### config.mk
export PLATFORM = sky130hd
export DESIGN_NAME = traffic_intersection_ctrl_flat
export DESIGN_NICKNAME = d
export VERILOG_FILES = /design/src/rtl/traffic_pkg.sv /design/src/rtl/traffic_intersection_ctrl_if.sv /design/src/rtl/traffic_phase_timer.sv /design/src/rtl/traffic_intersection_ctrl.sv /design/src/flat_wrapper.sv
export SDC_FILE = /design/constraint.sdc
export NUM_CORES = 1
export LEC_CHECK = 0
export CAP_MARGIN = 5
export CORE_UTILIZATION = 57
export DETAILED_ROUTE_END_ITERATION = 16
export PLACE_DENSITY = 0.83
export RECOVER_POWER = 50
export SYNTH_ARGS = -nofsm -noshare
export SYNTH_HDL_FRONTEND = slang
export SYNTH_SLANG_ARGS = --single-unit
### constraint.sdc
create_clock -name clk -period 5.3 [get_ports clk]
set_input_delay 0.795 -clock clk [delete_from_list [all_inputs] [get_ports clk]]
set_output_delay 0.795 -clock clk [all_outputs]
set_load 0.05 [all_outputs]
### src/rtl/traffic_pkg.sv
`default_nettype none
// ============================================================================
//  Module      : traffic_pkg
//  Description : Shared types and constants for the intersection controller.
//  Revision    : 1.0  initial release
// ============================================================================
package traffic_pkg;

    typedef enum logic [2:0] {
        ST_IDLE   = 3'd0,
        ST_GREEN  = 3'd1,
        ST_YELLOW = 3'd2,
        ST_ALLRED = 3'd3,
        ST_WALK   = 3'd4,
        ST_FLASH  = 3'd5
    } state_t;

    // Bit positions inside each direction's {red,yellow,green} lamp triple
    localparam int c_LIGHT_GREEN  = 0;
    localparam int c_LIGHT_YELLOW = 1;
    localparam int c_LIGHT_RED    = 2;

    function automatic int dir_width(input int n);
        return (n > 2) ? $clog2(n) : 1;
    endfunction

endpackage
`default_nettype wire

### src/rtl/traffic_intersection_ctrl_if.sv
`default_nettype none
// ============================================================================
//  Module      : traffic_intersection_ctrl_if
//  Description : Control/status bundle of the intersection controller.
//                TRAFFIC_PED_WALK_EN adds the ped_req / walk signals.
//  Revision    : 1.0  initial release
// ============================================================================
interface traffic_intersection_ctrl_if #(
    parameter int NUM_DIR   = 2,
    parameter int CNT_WIDTH = 8
);
    localparam int c_DIR_W = traffic_pkg::dir_width(NUM_DIR);

    logic                   en;
    logic                   tick;
    logic [3*NUM_DIR-1:0]   light;
    logic [c_DIR_W-1:0]     active_dir;
    logic [CNT_WIDTH-1:0]   remain;
`ifdef TRAFFIC_PED_WALK_EN
    logic                   ped_req;
    logic                   walk;

    modport master (
        output en, tick, ped_req,
        input  light, active_dir, remain, walk
    );
    modport slave (
        input  en, tick, ped_req,
        output light, active_dir, remain, walk
    );
`else
    modport master (
        output en, tick,
        input  light, active_dir, remain
    );
    modport slave (
        input  en, tick,
        output light, active_dir, remain
    );
`endif

endinterface
`default_nettype wire

### src/rtl/traffic_phase_timer.sv
`default_nettype none
// ============================================================================
//  Module      : traffic_phase_timer
//  Description : Loadable down-counter stepped by the tick pulse; done fires
//                on a tick seen while the count is already zero.
//  Revision    : 1.0  initial release
// ============================================================================
module traffic_phase_timer #(
    parameter int CNT_WIDTH = 8
) (
    input  logic                 clk,
    input  logic                 rst,
    input  logic                 i_load,
    input  logic [CNT_WIDTH-1:0] i_load_val,
    input  logic                 i_tick,
    output logic [CNT_WIDTH-1:0] o_count,
    output logic                 o_done
);

    logic [CNT_WIDTH-1:0] r_count;

    always_ff @(posedge clk) begin
        if (rst) begin
            r_count <= '0;
        end else if (i_load) begin
            r_count <= i_load_val;
        end else if (i_tick && (r_count != '0)) begin
            r_count <= r_count - CNT_WIDTH'(1);
        end
    end

    assign o_count = r_count;
    assign o_done  = i_tick && (r_count == '0);

endmodule
`default_nettype wire

### src/rtl/traffic_intersection_ctrl.sv
`default_nettype none
// ============================================================================
//  Module      : traffic_intersection_ctrl
//  Description : Round-robin signal controller with amber/all-red clearance,
//                flashing-yellow fallback and, when TRAFFIC_PED_WALK_EN is
//                defined, a pedestrian walk phase after the last direction.
//  Revision    : 1.0  initial release
// ============================================================================
module traffic_intersection_ctrl
    import traffic_pkg::*;
#(
    parameter int NUM_DIR     = 2,
    parameter int CNT_WIDTH   = 8,
    parameter int GREEN_TIME  = 30,
    parameter int YELLOW_TIME = 3,
    parameter int ALLRED_TIME = 2,
    parameter int WALK_TIME   = 10
) (
    input  logic                       clk,
    input  logic                       rst,
    traffic_intersection_ctrl_if.slave bus
);

    localparam int                   c_DIR_W     = dir_width(NUM_DIR);
    localparam int                   c_MAX_TIME  = 1 << CNT_WIDTH;
    localparam logic [CNT_WIDTH-1:0] c_GREEN_LD  = CNT_WIDTH'(GREEN_TIME - 1);
    localparam logic [CNT_WIDTH-1:0] c_YELLOW_LD = CNT_WIDTH'(YELLOW_TIME - 1);
    localparam logic [CNT_WIDTH-1:0] c_ALLRED_LD = CNT_WIDTH'(ALLRED_TIME - 1);
    localparam logic [c_DIR_W-1:0]   c_LAST_DIR  = c_DIR_W'(NUM_DIR - 1);

    if ((NUM_DIR < 2) || (NUM_DIR > 8)) begin : g_chk_num_dir
        $error("traffic_intersection_ctrl: NUM_DIR must lie in 2..8");
    end
    if ((GREEN_TIME  < 1) || (GREEN_TIME  > c_MAX_TIME) ||
        (YELLOW_TIME < 1) || (YELLOW_TIME > c_MAX_TIME) ||
        (ALLRED_TIME < 1) || (ALLRED_TIME > c_MAX_TIME) ||
        (WALK_TIME   < 1) || (WALK_TIME   > c_MAX_TIME)) begin : g_chk_times
        $error("traffic_intersection_ctrl: phase durations must lie in 1..2^CNT_WIDTH");
    end

    state_t                 r_state;
    state_t                 w_state_nxt;
    logic [c_DIR_W-1:0]     r_dir;
    logic [c_DIR_W-1:0]     w_dir_nxt;
    logic                   r_flash_yel;
    logic                   w_flash_yel_nxt;
    logic                   w_load;
    logic [CNT_WIDTH-1:0]   w_load_val;
    logic [CNT_WIDTH-1:0]   w_count;
    logic                   w_done;
    logic [3*NUM_DIR-1:0]   r_light;
    logic [3*NUM_DIR-1:0]   w_light_nxt;
    logic                   w_lamp_green;
    logic                   w_lamp_yellow;
    logic                   w_red_others;
    logic                   w_red_all;
    logic                   w_flash_on;

    traffic_phase_timer #(
        .CNT_WIDTH (CNT_WIDTH)
    ) u_timer (
        .clk        (clk),
        .rst        (rst),
        .i_load     (w_load),
        .i_load_val (w_load_val),
        .i_tick     (bus.tick),
        .o_count    (w_count),
        .o_done     (w_done)
    );

    // ------------------------------------------------------------------
    // State register; all outputs are registered alongside it
    // ------------------------------------------------------------------
    always_ff @(posedge clk) begin
        if (rst) begin
            r_state     <= ST_IDLE;
            r_dir       <= '0;
            r_flash_yel <= 1'b0;
            r_light     <= '0;
        end else begin
            r_state     <= w_state_nxt;
            r_dir       <= w_dir_nxt;
            r_flash_yel <= w_flash_yel_nxt;
            r_light     <= w_light_nxt;
        end
    end

`ifdef TRAFFIC_PED_WALK_EN
    logic r_pending;
    logic w_pending_nxt;
    logic r_walk;
    logic w_walk_nxt;
    localparam logic [CNT_WIDTH-1:0] c_WALK_LD = CNT_WIDTH'(WALK_TIME - 1);

    always_ff @(posedge clk) begin
        if (rst) begin
            r_pending <= 1'b0;
            r_walk    <= 1'b0;
        end else begin
            r_pending <= w_pending_nxt;
            r_walk    <= w_walk_nxt;
        end
    end

    // Entering WALK or FLASH wins over a same-cycle request
    always_comb begin
        w_pending_nxt = r_pending;
        if ((r_state != ST_IDLE) && (r_state != ST_FLASH) && bus.ped_req) begin
            w_pending_nxt = 1'b1;
        end
        if ((w_state_nxt == ST_FLASH) ||
            ((w_state_nxt == ST_WALK) && (r_state != ST_WALK))) begin
            w_pending_nxt = 1'b0;
        end
    end

    assign bus.walk = r_walk;
`endif

    // ------------------------------------------------------------------
    // Next-state logic; a low enable outranks any phase timeout
    // ------------------------------------------------------------------
    always_comb begin
        w_state_nxt     = r_state;
        w_dir_nxt       = r_dir;
        w_flash_yel_nxt = r_flash_yel;
        w_load          = 1'b0;
        w_load_val      = '0;
        if (r_state == ST_IDLE) begin
            if (bus.en) begin
                w_state_nxt = ST_GREEN;
                w_dir_nxt   = '0;
                w_load      = 1'b1;
                w_load_val  = c_GREEN_LD;
            end
        end else if (!bus.en) begin
            if (r_state != ST_FLASH) begin
                w_state_nxt     = ST_FLASH;
                w_flash_yel_nxt = 1'b1;
                w_load          = 1'b1;
                w_load_val      = '0;
            end else if (bus.tick) begin
                w_flash_yel_nxt = !r_flash_yel;
            end
        end else begin
            case (r_state)
                ST_FLASH: begin
                    w_state_nxt     = ST_ALLRED;
                    w_dir_nxt       = c_LAST_DIR;
                    w_flash_yel_nxt = 1'b0;
                    w_load          = 1'b1;
                    w_load_val      = c_ALLRED_LD;
                end
                ST_GREEN: begin
                    if (w_done) begin
                        w_state_nxt = ST_YELLOW;
                        w_load      = 1'b1;
                        w_load_val  = c_YELLOW_LD;
                    end
                end
                ST_YELLOW: begin
                    if (w_done) begin
                        w_state_nxt = ST_ALLRED;
                        w_load      = 1'b1;
                        w_load_val  = c_ALLRED_LD;
                    end
                end
                ST_ALLRED: begin
                    if (w_done) begin
`ifdef TRAFFIC_PED_WALK_EN
                        if (r_pending && (r_dir == c_LAST_DIR)) begin
                            w_state_nxt = ST_WALK;
                            w_load      = 1'b1;
                            w_load_val  = c_WALK_LD;
                        end else
`endif
                        begin
                            w_state_nxt = ST_GREEN;
                            w_dir_nxt   = (r_dir == c_LAST_DIR) ? '0 : r_dir + c_DIR_W'(1);
                            w_load      = 1'b1;
                            w_load_val  = c_GREEN_LD;
                        end
                    end
                end
`ifdef TRAFFIC_PED_WALK_EN
                ST_WALK: begin
                    if (w_done) begin
                        w_state_nxt = ST_GREEN;
                        w_dir_nxt   = '0;
                        w_load      = 1'b1;
                        w_load_val  = c_GREEN_LD;
                    end
                end
`endif
                default: begin
                    w_state_nxt = ST_IDLE;
                    w_dir_nxt   = '0;
                end
            endcase
        end
    end

    // ------------------------------------------------------------------
    // Output decode from the upcoming state so lamps move with the state
    // ------------------------------------------------------------------
    always_comb begin
        w_lamp_green  = (w_state_nxt == ST_GREEN);
        w_lamp_yellow = (w_state_nxt == ST_YELLOW);
        w_red_others  = (w_state_nxt == ST_GREEN) || (w_state_nxt == ST_YELLOW);
        w_red_all     = (w_state_nxt == ST_ALLRED) || (w_state_nxt == ST_WALK);
        w_flash_on    = (w_state_nxt == ST_FLASH) && w_flash_yel_nxt;
`ifdef TRAFFIC_PED_WALK_EN
        w_walk_nxt    = (w_state_nxt == ST_WALK);
`endif
    end

    for (genvar d = 0; d < NUM_DIR; d++) begin : g_light
        logic w_is_active;
        assign w_is_active = (w_dir_nxt == c_DIR_W'(d));
        assign w_light_nxt[3*d + c_LIGHT_GREEN]  = w_lamp_green && w_is_active;
        assign w_light_nxt[3*d + c_LIGHT_YELLOW] = (w_lamp_yellow && w_is_active) || w_flash_on;
        assign w_light_nxt[3*d + c_LIGHT_RED]    = w_red_all || (w_red_others && !w_is_active);
    end

    assign bus.light      = r_light;
    assign bus.active_dir = r_dir;
    assign bus.remain     = w_count;

endmodule
`default_nettype wire
### src/flat_wrapper.sv
// flat-port wrapper written by rule: the top's interface ports become plain ports
module traffic_intersection_ctrl_flat import traffic_pkg::*;
#(
    parameter int NUM_DIR     = 2,
    parameter int CNT_WIDTH   = 8,
    parameter int GREEN_TIME  = 30,
    parameter int YELLOW_TIME = 3,
    parameter int ALLRED_TIME = 2,
    parameter int WALK_TIME   = 10
)
  (clk, rst, bus_en, bus_tick, bus_light, bus_active_dir, bus_remain);
  traffic_intersection_ctrl_if #(.NUM_DIR(NUM_DIR), .CNT_WIDTH(CNT_WIDTH)) bus_i ();
  input  logic clk;
  input  logic rst;
  input wire logic [$bits(bus_i.en)-1:0] bus_en;
  input wire logic [$bits(bus_i.tick)-1:0] bus_tick;
  output wire logic [$bits(bus_i.light)-1:0] bus_light;
  output wire logic [$bits(bus_i.active_dir)-1:0] bus_active_dir;
  output wire logic [$bits(bus_i.remain)-1:0] bus_remain;
  assign bus_i.en = bus_en;
  assign bus_i.tick = bus_tick;
  assign bus_light = bus_i.light;
  assign bus_active_dir = bus_i.active_dir;
  assign bus_remain = bus_i.remain;
  traffic_intersection_ctrl #(.NUM_DIR(NUM_DIR), .CNT_WIDTH(CNT_WIDTH), .GREEN_TIME(GREEN_TIME), .YELLOW_TIME(YELLOW_TIME), .ALLRED_TIME(ALLRED_TIME), .WALK_TIME(WALK_TIME)) u_core (.clk(clk), .rst(rst), .bus(bus_i));
endmodule
Yosys cells after proc, flatten, opt, wreduce, memory -nomap -nowiden
Index checks and enable logic that the tools add are counted.

storage, ports and cells
  flip-flop bits (word level) = 19
  bits in latches = 0
  RAM bits = 0
  memory bits (read-only) = 0
  bits of input ports = 4
  output and inout bits = 15
  word-level logic and storage cells = 75
  memories = 0

cells by class
  $add $sub $neg = 2
  multiply operators = 0
  divide/modulo/power cells = 0
  $lt $le $gt $ge = 0
  equal/unequal tests = 10
  shift operators = 0
  multiplexer cells = 34
  bitwise gates (word level) = 1
  reductions and logical operators = 23

operators with widths
  cell                                                                   number
  8-bit 2-to-1 mux                                                       4
  8-bit one-hot mux with 4 select lines                                  1
  3-bit 2-to-1 mux                                                       7
  1-bit 2-to-1 mux                                                       16
  3-bit by 2-bit equality test with 1-bit output, second input constant  4
  3-bit one-hot mux with 4 select lines                                  1
  5-bit 2-to-1 mux                                                       2
  3-bit equality test, second input constant                             3
  1-bit logical AND                                                      9
  8-bit zero test                                                        1
  8-bit nonzero test                                                     1
  8-bit by 1-bit subtractor with 8-bit output, second input constant     1
  3-bit by 1-bit equality test with 1-bit output, second input constant  2
  1-bit logical OR                                                       6
  3-bit zero test                                                        1
  3-bit inequality test, second input constant                           1
  1-bit one-hot mux with 3 select lines                                  1
  3-bit OR reduction                                                     1
  1-bit zero test                                                        2
  2-bit 2-to-1 mux                                                       1
  1-bit one-hot mux with 2 select lines                                  1
  2-bit nonzero test                                                     1
  2-bit OR reduction                                                     1
  1-bit adder, second input constant                                     1
  1-bit NOT                                                              1

Logic depth before layout (Yosys ltp)
Gate-level depths: netlist of run 1.

  depth after elaboration = 10
  mapped depth = 8
  mapped depth without buffers = 7

Cells and area by module
From an unflattened synthesis of run 1, not the netlist that was laid out.

unflattened totals
  cells, all modules = 149
  area, all modules = 1,189.9 sq um

by module, submodules not included
  module                     instances  cells an instance  area an instance (sq um)  sequential area each (sq um)
  traffic_intersection_ctrl  1          85                 665.6                     220.2
  traffic_phase_timer        1          64                 524.3                     160.2

Worst setup path after synthesis of run 1
No wires, ideal clock.

  kind = input to register
  from = input bus_tick
  to = register u_core.r_state[0]
  setup time = 86 ps
  arrival time = 2,131 ps
  data required time = 5,214 ps
  setup slack = 3,083 ps
  stages = 7
  path buffers = 2
  cells stage by stage = clkbuf_1 -> and4bb_2 -> and2_1 -> buf_4 -> o21bai_1 -> a221o_1 -> a221oi_2

on the way
  cells in the longest elaborated chain, start to end = 5
  elaborated cells on any way between the ends = 7
  those cells by class = mux (6); reduce/logical (1)

RTL lines
  item                                        RTL line                                                                                              RTL
  start, declared                             flat_wrapper.sv:16                                                                                    input wire logic [$bits(bus_i.tick)-1:0] bus_tick;
  1-bit logical AND (*)                       traffic_phase_timer.sv:33                                                                             assign o_done = i_tick && (r_count == '0);
  3-bit 2-to-1 mux, on equally long branches  traffic_intersection_ctrl.sv:169, traffic_intersection_ctrl.sv:155, traffic_intersection_ctrl.sv:162
  3-bit one-hot mux with 4 select lines (*)   traffic_intersection_ctrl.sv:146                                                                      case (r_state)
  3-bit 2-to-1 mux (*)                        traffic_intersection_ctrl.sv:136                                                                      end else if (!bus.en) begin
  3-bit 2-to-1 mux (*)                        traffic_intersection_ctrl.sv:129                                                                      if (r_state == ST_IDLE) begin
  end signal, assigned                        traffic_intersection_ctrl.sv:81                                                                       r_state <= w_state_nxt;
  end, declared                               traffic_intersection_ctrl.sv:41                                                                       state_t r_state;

Every way passes the cells marked *; elsewhere a longest branch is shown, timed or not.
A chain may end at the register's enable or synchronous reset.

Worst setup path after layout of run 1
Same ends and word-level chain as after synthesis.

==> results.md, run 1 <==
* Core Rows at 16
* Top cell type's share of synthesized area at 29.3%
* Setup crit start kind: input pin
* Vias in the first global route at 1191
* Die Width at 49.8 um
* FF-to-FF setup slack at 3040 ps
* Switching power at 0.000245 W
* Internal at 0.000284 W
* Net Sw Frac at 46.3%
* Crit path largest cell delay at 750 ps
* Finished Cell Area at 1490 um^2
* Relative slew slack at 36.1%
* Core area at 2040 um^2
* CP Max Fanout at 10
* Asr flop ratio synth at 0%
* Hold Crit Class: reg2reg
* Setup Buffers After CTS at 0
* Status: completed
* Nets at 193
* Synth Flop Type: dfxtp_1
* Starting Density at 63.7%
* Worst path required time at 5550 ps
* WL/cell at 15.4 um
* Hold Fails Final Rpt at 0
* Clock Power Share at 14.9%
* WP data arrival at 2970 ps
* DR vias at 1369
* Worst-Skew Late Latency at 320 ps
* WL final at 3.28 mm
* Global-route wire length before repair at 5.44 mm
* I/O Buffers at 18
* Post-CTS resize count at 0
* Number of enable flip-flop cells after synthesis at 0
* Maxcap violations at 0
* Clock slew at reported path FFs at 130 ps
* Post-synthesis register bit count at 19
* Path depth of the worst reg2reg path at 7
* Crit end category: flop
* Final Setup Violations at 0
* I/O pin cnt at 19
* Syn. warnings at 0
* Initial antenna violation count at 0
* Synth area leader: dfxtp_1
* Ant diodes at 0
* Crit path cell chain: dlygate4sd3_1 > and4bb_2 > and2_0 > o21bai_1 > a221o_1 > a221oi_2
* Post-Syn Area per Cell at 7.43 um^2
* GRT Util Overall at 28.7%
* Initial DRC count at 66
* Hold-fix buffers, CTS at 0
* Sequential Power Share at 36.8%
* Seq/Total Area, Yosys at 29.3%
* Final min period at 2720 ps
* Pwr per Cell Area at 354 nW/um^2
* Critical-path top delay cell: dlygate4sd3_1
* GRT Residual Overflow at 0
* H-tree Lvls at 1
* Final RePlAce weighted congestion at 0.917
* RSZ-0062 raised after global routing: false
* Hold Path Depth at 2
* Die area at 2480 um^2
* P_leak at 0.557 nW
* Mapped Area at 1300 um^2
* Ranking of synthesized cells by area: dfxtp_1 29%, nor2_1 6.6%, o21ai_0 5.4%
* Drt pass-1 iters at 4
* Detail Route Antenna Nets at 0
* Sum Neg Setup Slack at 0 ps
* Mapped Cells at 175
* Layout cells sized above 1 at 5.38%
* Clk buf depth at 2
* Worst Tran Pin Value at 950 ps
* Critical path class: in2reg
* Synthesized Nets at 181
* Number of buffers created by CTS at 3
* CTS tree: done
* Clk_skew at 19.6 ps
* CTS Sinks at 19
* Comb pwr share at 48.2%
* Die Height at 49.8 um
* Max-slew violations at 0
* Vias per cell at 6.43
* Unique cell type count in the Yosys netlist at 45
* Worst vdd ir at 0.000313 V
* Root Buffer Master: clkbuf_4
* Largest net degree at the start of global routing at 26
* Fmax at 367 MHz
* DP Area at 1470 um^2
* HPWL Detailed at 2.29 mm
* Final Cycle Share at 51.4%
* DRC at 0
* Synth-to-layout area growth at 14.9%
==> Yosys cell counts (2+ instances only) <==
master,number
nor2_1,23
ha_1,2
inv_1,4
nor3_1,5
a21boi_0,2
nor2b_1,7
mux2_2,2
and3_1,2
o22a_1,2
dfxtp_1,19
and2_1,4
nand3b_1,3
a21oi_1,10
o21ai_0,14
nand3_1,8
a221o_1,2
clkbuf_1,8
a31oi_1,2
a211oi_1,3
nor3b_1,4
nand2_1,16
xor2_1,5
nand4_1,3
o22ai_1,2
o2bb2ai_1,2
nand2b_1,2
==> power by group through the flow <==
stage          registers (W)  clock network, W  logic, W
2_1_floorplan       0.000238                 0  0.000147
3_3_place_gp        0.000196                 0  0.000250
3_5_place_dp        0.000197                 0  0.000253
4_1_cts             0.000194         0.0000798  0.000254
5_1_grt             0.000199         0.0000861  0.000276
6_report            0.000195         0.0000788  0.000255
==> path summary, 6_finish.rpt <==
check	start	to
max	bus_tick	u_core.r_state[0]$_SDFF_PP0_
min	u_core.u_timer.o_count[1]$_SDFFE_PP0P_	u_core.u_timer.o_count[1]$_SDFFE_PP0P_
max reg2reg	u_core.u_timer.o_count[0]$_SDFFE_PP0P_	u_core.u_timer.o_count[1]$_SDFFE_PP0P_
min reg2reg	u_core.u_timer.o_count[1]$_SDFFE_PP0P_	u_core.u_timer.o_count[1]$_SDFFE_PP0P_
==> state kept, by name, indices dropped and copies added (netlist names) <==
register	count
u_core.r_flash_yel	1
u_core.r_state	3
u_core.bus.light	6
u_core.u_timer.o_count	8
u_core.bus.active_dir	1
==> kinds of logic after synthesis <==
| group | share of synthesized area [%] |
|---|---|
| buf+inv | 4.81 |
| fa+ha+maj | 1.92 |
| flops | 29.3 |
| compound gates | 25.7 |
| xor+xnor | 3.37 |
| simple gates | 33.2 |
| mux | 1.73 |
==> per-stage QoR <==
step,worst slack [ps],std cells,hold slack (ps),power (W),utilization (%)
3_3_place_gp,2490,209,545,0.000446,71.8
2_1_floorplan,3080,175,537,0.000385,-
6_report,2580,213,564,0.000528,73.2
5_1_grt,2490,213,613,0.000561,73.2
3_5_place_dp,2450,209,550,0.000450,71.8
4_1_cts,2790,213,568,0.000528,73.2
==> layout make-up <==
type	count	area (um^2)
Clock inverter	1	5.00
Inverter	4	15.0
Sequential cell	19	380
Clock buffer	3	22.5
Tap cell	27	33.8
Multi-Input combinational cell	141	857
Fill cell	176	548
Timing Repair Buffer	18	180
==> per-layer routing <==
layer  part of all wire (%)  vias up  track usage [%]
met4                    1.4        0             7.62
met3                    6.6        9             5.56
li1                       -      659                -
met2                     45       56             45.3
met5                      0        -                0
met1                     47      645             39.8
==> worst max-delay path, delay by kind of cell <==
family	cells	cell delay [ps]
simple gates	2	790
compound gates	3	640
buf+inv	1	750
==> cell usage in the layout, fill, tap and decap left out, drive strengths merged, types with 3 or more instances in the layout <==
cell type,Yosys,layout
clkbuf,9,3
dfxtp,19,19
nor3,5,5
nand2,16,16
a21boi,3,3
dlygate4sd3,0,12
o21ai,14,14
nand3,8,8
a21oi,10,10
nor2,23,23
a211oi,3,3
nor2b,7,7
nand4,3,3
nor3b,4,4
and2,4,4
xor2,5,5
nand3b,3,3
clkdlybuf4s50,0,6
inv,4,4
Power figures use the tool's default switching activity.
==> run 2, diff against run 1 <==
--- a/config.mk
+++ b/config.mk
@@ -6,9 +6,9 @@
 export NUM_CORES = 1
 export LEC_CHECK = 0
 export CAP_MARGIN = 5
-export CORE_UTILIZATION = 57
+export CORE_UTILIZATION = 48
 export DETAILED_ROUTE_END_ITERATION = 16
-export PLACE_DENSITY = 0.83
+export PLACE_DENSITY = 0.75
 export RECOVER_POWER = 50
 export SYNTH_ARGS = -nofsm -noshare
 export SYNTH_HDL_FRONTEND = slang
==> constraint.sdc (replaced) <==
create_clock -name clk -period 2.19 [get_ports clk]
set_input_delay 0.3285 -clock clk [delete_from_list [all_inputs] [get_ports clk]]
set_output_delay 0.3285 -clock clk [all_outputs]
set_load 0.05 [all_outputs]
==> run 2 against run 1 <==
- worst setup slack worse by 2400 ps
- clock-buffer cell count up 1
- register-to-register slack worse by 2900 ps
- via count up 2.8%
- combinational power rose to 2.8 times the previous value
==> results.md, run 2 (same netlist as run 1, synthesis figures left out) <==
* Status: completed
* Pwr per Cell Area at 842 nW/um^2 (+140%)
* Setup Buffers After CTS at 0 (unchanged)
* Detail Route Antenna Nets at 0 (unchanged)
* Max FFs per register at 8 (unchanged)
* Hold Crit Class: reg2reg
* CP Buf/Inv Count at 2 (+1)
* Drt pass-1 iters at 4 (unchanged)
* Starting Density at 51.5% (-12 points)
* Most frequent cells in the layout: 23 x nor2_1, 19 x dfxtp_1, 16 x nand2_1
* HPWL Detailed at 2.66 mm (+16%)
* CP Max Fanout at 7 (-3)
* Setup crit start kind: flop
* Clk_skew at 5.90 ps (-13.7 ps)
* Die Height at 54.0 um (+8.6%)
* Synth-to-layout area growth at 22.9%
* Final RePlAce weighted congestion at 0.936 (+2.1%)
* Hold WS at 557 ps (-7.64 ps)
* Fmax at 490 MHz
* Global-route met3 utilization at 3.11% (-2.4 points)
* P_leak at 0.621 nW (+11%)
* Vias per cell at 6.12 (-4.8%)
* Worst Tran Pin Value at 511 ps (-439 ps)
* DR vias at 1407 (+2.8%)
* Nets at 207 (+7.3%)
* Global-route wire length before repair at 5.93 mm (+9.0%)
* Die area at 2920 um^2 (+18%)
* Relative slew slack at 65.8% (+30 points)
* Worst path required time at 1860 ps (-3690 ps)
* # fillers at 226 (+28%)
* Ant diodes at 0 (unchanged)
* Worst vdd ir at 0.000659 V (+110%)
* I/O pin cnt at 19 (unchanged)
* CTS tree: done
* Core area at 2520 um^2 (+24%)
* CTS Sinks at 19 (unchanged)
* Root Buffer Master: clkbuf_4
* Met1 Usage GRT at 40.3% (+0.53 points)
* Initial antenna violation count at 0 (unchanged)
* Most common cell after layout, fill and taps aside: nor2_1
* Initial DRC count at 74 (+12%)
* Number of buffers created by CTS at 3 (unchanged)
* Crit end category: output pin
* GRT Residual Overflow at 0 (unchanged)
* GRT Util Overall at 28.5% (-0.29 points)
* Crit path largest cell delay at 800 ps (+50 ps)
* Hold Fails Final Rpt at 0 (unchanged)
* Vias in the first global route at 1235 (+3.7%)
* WL/cell at 15.5 um (+0.51%)
* Final Setup Violations at 0 (unchanged)
* Top Family by Delay on Critical Path: buffers and inverters
* Core Rows at 18 (+2)
* Die Width at 54.0 um (+8.6%)
* Clk buf depth at 2 (unchanged)
* Sum Neg Setup Slack at 0 ps (unchanged)
* I/O Buffers at 18 (unchanged)
* Maxcap violations at 0 (unchanged)
* H-tree Lvls at 1 (unchanged)
* Global routing usage on met2 at 45.1% (-0.21 points)
* Critical-path top delay cell: clkdlybuf4s50_1
* WL final at 3.56 mm (+8.5%)
* WP data arrival at 1710 ps (-1260 ps)
* DRC at 0 (unchanged)
* RSZ-0062 raised after global routing: false
* Max-slew violations at 0 (unchanged)
* GR peak layer: met2
* Hold-fix buffers, CTS at 0 (unchanged)
* Final min period at 2040 ps
* Final Cycle Share at 93.2%
* Clock slew at reported path FFs at 100 ps (-30 ps)
* Post-CTS resize count at 0 (unchanged)
* Critical path class: reg2out
* Layout cells sized above 1 at 10.0% (+4.6 points)
* Worst-Skew Late Latency at 310 ps (about the same)
* Crit path cell chain: buf_4 > clkdlybuf4s50_1
* Largest net degree at the start of global routing at 16 (-38%)
==> run 2: final timing paths <==
path	start	endpoint	slack, ps	cells after the start
max	u_core.u_timer.o_count[2]$_SDFFE_PP0P_	bus_remain[2]	150	2
min	u_core.u_timer.o_count[1]$_SDFFE_PP0P_	u_core.u_timer.o_count[1]$_SDFFE_PP0P_	560	2
max reg2reg	u_core.r_state[2]$_SDFF_PP0_	u_core.u_timer.o_count[1]$_SDFFE_PP0P_	180	6
min reg2reg	u_core.u_timer.o_count[1]$_SDFFE_PP0P_	u_core.u_timer.o_count[1]$_SDFFE_PP0P_	560	2
==> run 2: tightest hold or removal path, stage by stage (launching register included) <==
cell and delay [ps]:
dfxtp_1 360, nor2_1 110, a311oi_1 50
==> run 2: metrics by stage <==
stage / cell area (um^2) / util, % / total power [W] / std cells / setup slack (ps)
final: 1600 / 63.3 / 0.00135 / 230 / 150
after CTS: 1600 / 63.5 / 0.00134 / 230 / 162
after floorplan: 1300 / - / 0.000932 / 175 / 59.6
after global routing: 1600 / 63.3 / 0.00143 / 230 / 57.3
after global placement: 1580 / 62.5 / 0.00114 / 226 / 64.6
after detailed placement: 1580 / 62.5 / 0.00116 / 226 / 28.5
==> run 2: metal layers <==
| layer | wire [um] | vias up | share of wire [%] |
|---|---|---|---|
| met4 | 51 | 0 | 1.4 |
| met3 | 210 | 5 | 5.9 |
| met5 | 0 | - | 0 |
| met2 | 1680 | 54 | 47 |
| met1 | 1630 | 668 | 46 |
| li1 | - | 680 | - |
==> run 2: report_power, final <==
part           switching [W]  internal, W  leakage (nW)
combinational       0.000423     0.000282         0.450
clock               0.000116    0.0000713        0.0150
sequential         0.0000650     0.000389         0.156
total               0.000604     0.000742         0.621
==> run 2: layout make-up <==
class                           instances  area [um^2]  share of cell area [%]
Clock buffer                            4         26.3                    1.64
Inverter                                4         15.0                   0.940
Tap cell                               30         37.5                    2.35
Sequential cell                        19          380                    23.8
Multi-Input combinational cell        141          857                    53.6
Timing Repair Buffer                   32          282                    17.6
